### config.mk
export PLATFORM = sky130hd
export DESIGN_NAME = ins_cache
export DESIGN_NICKNAME = d
export VERILOG_FILES = /design/src/rtl/ins_cache.sv
export SDC_FILE = /design/constraint.sdc
export NUM_CORES = 2
export LEC_CHECK = 0
export BUFFER_PORTS_ARGS = -buffer_cell sky130_fd_sc_hd__buf_2
export CAP_MARGIN = 20
export CORE_ASPECT_RATIO = 0.5
export CORE_MARGIN = 5
export CORE_UTILIZATION = 59
export DETAILED_ROUTE_END_ITERATION = 8
export GPL_TIMING_DRIVEN = 0
export PLACE_DENSITY = 0.75
export SYNTH_ARGS = -nofsm -noshare
export SYNTH_HDL_FRONTEND = slang
export SYNTH_SLANG_ARGS = --single-unit
### constraint.sdc
create_clock -name clk -period 7 [get_ports clk]
set_input_delay 1.4 -clock clk [delete_from_list [all_inputs] [get_ports clk]]
set_output_delay 1.4 -clock clk [all_outputs]
set_load 0.03 [all_outputs]
### src/rtl/ins_cache.sv
// Direct-mapped read-only instruction cache: one-word lines, byte-wide refill port.
// Optional macro ICACHE_FLUSH_EN adds a 'flush' input that invalidates every line.
module ins_cache #(
  parameter int ADDR_W = 32,
  parameter int IDX_W  = 6
) (
  input  logic              clk,
  input  logic              rst,
  input  logic              en,
  input  logic              fetch_call,
  input  logic [ADDR_W-1:0] fetch_addr,
`ifdef ICACHE_FLUSH_EN
  input  logic              flush,
`endif
  output logic              ins_ok,
  output logic [31:0]       ins_out,
  output logic              busy,
  output logic              mem_req,
  output logic [ADDR_W-1:0] mem_a,
  input  logic              mem_gnt,
  input  logic [7:0]        mem_din
);

  localparam int LINES = 1 << IDX_W;
  localparam int TAG_W = ADDR_W - IDX_W - 2;

  typedef enum logic [1:0] {IDLE, REFILL, RESP} state_t;

  state_t            state_q, state_d;
  logic [LINES-1:0]  valid_q;
  logic [31:0]       data_mem [LINES];
  logic [TAG_W-1:0]  tag_mem  [LINES];

  logic [IDX_W-1:0]  req_idx_q;
  logic [TAG_W-1:0]  req_tag_q;
  logic [2:0]        iss_cnt_q, iss_cnt_d;
  logic [1:0]        rcv_cnt_q, rcv_cnt_d;
  logic              issued_q, issued_d;
  logic [2:0][7:0]   byte_q, byte_d;

  logic              ins_ok_d, busy_d, mem_req_d;
  logic [31:0]       ins_out_d;
  logic [ADDR_W-1:0] mem_a_d;
  logic              line_we, valid_clr, latch_req;

  logic [IDX_W-1:0]  call_idx;
  logic [TAG_W-1:0]  call_tag;
  logic              hit;
  logic [31:0]       fill_word;

  // Fetches are word-aligned; the low two address bits carry no information.
  logic unused_addr_bits;
  assign unused_addr_bits = ^fetch_addr[1:0];

  assign call_idx  = fetch_addr[IDX_W+1:2];
  assign call_tag  = fetch_addr[ADDR_W-1:IDX_W+2];
  assign hit       = valid_q[call_idx] && (tag_mem[call_idx] == call_tag);
  // The last byte is used straight off the RAM bus so the line completes on its capture edge.
  assign fill_word = {mem_din, byte_q[2], byte_q[1], byte_q[0]};

  // NOTE: every output of this block gets a default first, so no latch can be inferred.
  always_comb begin
    state_d   = state_q;
    ins_ok_d  = 1'b0;
    ins_out_d = ins_out;
    busy_d    = busy;
    mem_req_d = mem_req;
    mem_a_d   = mem_a;
    iss_cnt_d = iss_cnt_q;
    rcv_cnt_d = rcv_cnt_q;
    issued_d  = 1'b0;
    byte_d    = byte_q;
    line_we   = 1'b0;
    valid_clr = 1'b0;
    latch_req = 1'b0;

    case (state_q)
      IDLE: begin
        if (fetch_call) begin
          latch_req = 1'b1;
          if (hit) begin
            ins_out_d = data_mem[call_idx];
            ins_ok_d  = 1'b1;
          end else begin
            busy_d    = 1'b1;
            mem_req_d = 1'b1;
            mem_a_d   = {fetch_addr[ADDR_W-1:2], 2'b00};
            iss_cnt_d = 3'd0;
            rcv_cnt_d = 2'd0;
            state_d   = REFILL;
          end
        end
      end
      REFILL: begin
        if (mem_req && mem_gnt) begin
          issued_d  = 1'b1;
          mem_a_d   = mem_a + ADDR_W'(1);
          iss_cnt_d = iss_cnt_q + 3'd1;
          if (iss_cnt_q == 3'd3) mem_req_d = 1'b0;
        end
        if (issued_q) begin
          if (rcv_cnt_q == 2'd3) begin
            line_we   = 1'b1;
            ins_out_d = fill_word;
            ins_ok_d  = 1'b1;
            busy_d    = 1'b0;
            state_d   = RESP;
          end else begin
            byte_d[rcv_cnt_q] = mem_din;
            rcv_cnt_d         = rcv_cnt_q + 2'd1;
          end
        end
      end
      RESP:    state_d = IDLE;
      default: state_d = IDLE;
    endcase

`ifdef ICACHE_FLUSH_EN
    // Flush wins over any refill or hit in the same cycle.
    if (flush) begin
      state_d   = IDLE;
      ins_ok_d  = 1'b0;
      ins_out_d = ins_out;
      busy_d    = 1'b0;
      mem_req_d = 1'b0;
      issued_d  = 1'b0;
      line_we   = 1'b0;
      latch_req = 1'b0;
      valid_clr = 1'b1;
    end
`endif
  end

  // NOTE: sequential state uses non-blocking assignments so every register samples pre-edge values.
  always_ff @(posedge clk) begin
    if (rst) begin
      state_q   <= IDLE;
      ins_ok    <= 1'b0;
      ins_out   <= '0;
      busy      <= 1'b0;
      mem_req   <= 1'b0;
      mem_a     <= '0;
      valid_q   <= '0;
      iss_cnt_q <= '0;
      rcv_cnt_q <= '0;
      issued_q  <= 1'b0;
    end else if (en) begin
      state_q   <= state_d;
      ins_ok    <= ins_ok_d;
      ins_out   <= ins_out_d;
      busy      <= busy_d;
      mem_req   <= mem_req_d;
      mem_a     <= mem_a_d;
      iss_cnt_q <= iss_cnt_d;
      rcv_cnt_q <= rcv_cnt_d;
      issued_q  <= issued_d;
      if (valid_clr)    valid_q            <= '0;
      else if (line_we) valid_q[req_idx_q] <= 1'b1;
    end
  end

  // NOTE: tag/data arrays and the byte buffer are never reset; valid_q alone qualifies their contents.
  always_ff @(posedge clk) begin
    if (en && !rst) begin
      if (latch_req) begin
        req_idx_q <= call_idx;
        req_tag_q <= call_tag;
      end
      byte_q <= byte_d;
      if (line_we) begin
        data_mem[req_idx_q] <= fill_word;
        tag_mem[req_idx_q]  <= req_tag_q;
      end
    end
  end

endmodule

==> impl_metrics.env <==
export IMPL_status="complete, but fails checks"
export IMPL_failed_checks="setup timing"
export IMPL_wl_um=518000
export IMPL_ys_top_cells_by_area="edfxtp_1 (75%), mux4_2 (15%), dfxtp_1 (1.9%), mux2i_1 (1.5%), buf_2 (0.54%)"
export IMPL_syn_num_nets=6541
export IMPL_core_rowCount=128
export IMPL_cts_sinks=3777
export IMPL_clk_latency_ns=0.92
export IMPL_die_w_um=712
export IMPL_clockBufferDepth=4
export IMPL_power_density_nw_per_um2=270
export IMPL_start_util_pct=59.5
export IMPL_synth_edf_count=3638
export IMPL_gp_congestion=0.966
export IMPL_htree_levels=5
export IMPL_max_cap_viol_count=0
export IMPL_synth_seq_cells=3777
export IMPL_synth_top_area_share_pct=75.2
export IMPL_root_buffer="clkbuf_16"
export IMPL_drive_gt1_share_pct=30.1
export IMPL_viasPerCell=7.67
export IMPL_pin_count=112
export IMPL_wl_per_cell_um=47.8
export IMPL_synth_distinct_cells=84
export IMPL_layout_cells_non_filler=10822
export IMPL_period_share_pct=101
export IMPL_synth_area_um2=145000
export IMPL_dp_cells=10185
export IMPL_n_fill_cell=13979
export IMPL_synthMuxAreaShare_pct=17.0
export IMPL_grt_ovfl_total=0
export IMPL_utilization_pct=69.1
export IMPL_grt_pass1_vias=80168
export IMPL_drt_iter0_drc=17944
export IMPL_worstMarginPinSlew_ns=1.48
export IMPL_setup_violations=5
export IMPL_drt_first_pass_iters=9
export IMPL_yosys_area_share_simple_pct=1.89
export IMPL_holdWs_ns=0.453
export IMPL_synth_compound_area_share_pct=2.52
export IMPL_yosysWarnings=0
export IMPL_globalRouteTotalUtil_pct=39.5
export IMPL_post_route_min_period_ns=7.04
export IMPL_met1_length_um=159000
export IMPL_ant_nets=0
export IMPL_post_cts_buffers=0
export IMPL_layout_nets=7333
export IMPL_numCtsBuffers=322
export IMPL_slew_headroom_pct=0.920
export IMPL_required_ns=7.70
export IMPL_synth_seq_area_share_pct=77.1
export IMPL_seq_area_um2=112000
export IMPL_routed_top_layer="met5"
export IMPL_syn_area_per_cell_um2=22.4
export IMPL_grt_antenna_before_repair=39
export IMPL_core_um2=244000
export IMPL_synth_ff_type="edfxtp_1"
export IMPL_final_common_cell="edfxtp_1"
export IMPL_synth_top_family_by_area="multiplexers"
export IMPL_path_max_fanout=10
export IMPL_synth_fa_ha_area_share_pct=0.0603
export IMPL_grt_pass1_wl_um=684000
export IMPL_setup_slack_ns=-0.0437
export IMPL_cts_tree="yes"
export IMPL_worstSetupEndpointType="register"
export IMPL_crit_path_start_kind="input pin"
export IMPL_finClkSkew_ns=0.0602
export IMPL_grt_max_degree=69
export IMPL_crit_arrival_ns=7.74
export IMPL_cts_clk_slew_worst_paths_ns=0.07
export IMPL_synthXorXnorAreaFrac_pct=0.102
export IMPL_max_freq_mhz=142
export IMPL_die_y_um=361
export IMPL_leakage_uw=0.0543
export IMPL_total_power_uw=45500
export IMPL_vias=82981
export IMPL_wl_met2_um=230000
export IMPL_final_cell_mix="edfxtp_1 (3638), mux4_2 (989), clkbuf_16 (334)"
export IMPL_die_area_um2=257000
export IMPL_hold_violations=0
export IMPL_drv_slew=0
export IMPL_yosysTopAreaCell="edfxtp_1"
export IMPL_synthCells=6489
export IMPL_synthArstFlopShare_pct=0
export IMPL_port_buffers=108
export IMPL_drc=0
export IMPL_area_growth_pct=16.1
export IMPL_rsz0062_at_grt="no"
export IMPL_hpwl_um=333000
export IMPL_hp_class="register to register"
export IMPL_met3WireLength_um=86500
export IMPL_vdd_ir_drop_max_mv=0.252
export IMPL_multi_input_area_um2=31800
export IMPL_crit_type="input pin to register"
==> per-layer routing <==
layer,vias up,global-route usage [%]
met5,-,0
met1,42088,50.3
li1,29194,-
met4,22,24.0
met3,2235,15.0
met2,9442,58.4
==> worst max-delay path: stages <==
cell,delay (ns)
buf_2,0.41
buf_2,0.48
clkbuf_1,0.99
a2111oi_0,0.31
nor4_1,0.86
o22ai_2,0.43
a211o_1,0.49
a2111oi_2,0.47
nand4_2,0.40
o21ai_1,0.44
buf_4,0.36
buf_2,0.48
a211oi_1,0.16
==> registers in the layout, indices dropped and copies added (netlist names) <==
name       cells
iss_cnt_q      3
rcv_cnt_q      2
issued_q       1
byte_q        24
state_q        2
data_mem    2048
ins_ok         1
busy           1
mem_a         32
ins_out       32
req_tag_q     24
valid_q       64
req_idx_q      6
mem_req        1
tag_mem     1536
==> power by group <==
| part | internal [uW] | switching, uW |
|---|---|---|
| registers | 24500 | 48.8 |
| clock network | 9990 | 8490 |
| logic | 882 | 1560 |
==> metrics by stage <==
step | TNS, ns | setup slack [ns] | instance area (um2)
floorplan | 0 | 1.56 | 145000
finish | -0.0874 | -0.0437 | 169000
global route | 0 | 0.244 | 169000
CTS | 0 | 0.0802 | 168000
detailed placement | -37.55 | -0.795 | 158000
global placement | - | -4.32 | 150000
==> synth_stat cells (15+ instances only) <==
master and instances:
inv_1 15, mux2i_1 221, edfxtp_1 3638, a211oi_2 19, a22oi_1 73, nor3_1 28
a211oi_1 30, buf_1 18, buf_6 34, mux2_2 18, nor2_1 170, dfxtp_1 139
o22ai_1 29, o21ai_0 43, and3_1 24, clkbuf_1 104, nor2b_1 33, mux4_2 989
a21o_1 68, nand3_1 66, buf_2 157, a21oi_1 66, buf_4 37, a31oi_1 22
nand2_1 191, a221oi_1 18
==> final timing paths <==
path,to,depth (start not counted),slack (ns),start
max,ins_out[4]$_SDFFE_PP0P_,13,-0.04,fetch_addr[6]
min,valid_q[30]$_SDFFE_PP0P_,1,0.45,valid_q[30]$_SDFFE_PP0P_
max reg2reg,ins_out[4]$_SDFFE_PP0P_,12,1.55,tag_mem[12][11]$_DFFE_PP_
min reg2reg,valid_q[30]$_SDFFE_PP0P_,1,0.45,valid_q[30]$_SDFFE_PP0P_
==> layout make-up <==
class | count | share of cell area (%)
buffer | 351 | 1.14
clock inverter | 166 | 1.00
tap | 3250 | 2.41
multi-input combinational | 2342 | 18.9
antenna | 34 | 0.0504
sequential | 3777 | 66.4
timing repair buffer | 468 | 4.92
clock buffer | 415 | 5.17
inverter | 19 | 0.0423
==> cells by family after synthesis <==
kind of cell	after synthesis
xor gates and xnor gates	17
buffers and inverters	370
muxes	1229
DFF	3777
AOI/OAI and AO/OA	496
and+or+nand+nor	593
adders and majority gates	7
==> timing repair <==
action                     4_1_cts  5_1_grt
setup endpoints to repair        0        1
hold buffers                     0        0
resized for setup                0        1
Power figures use the tool's default switching activity.
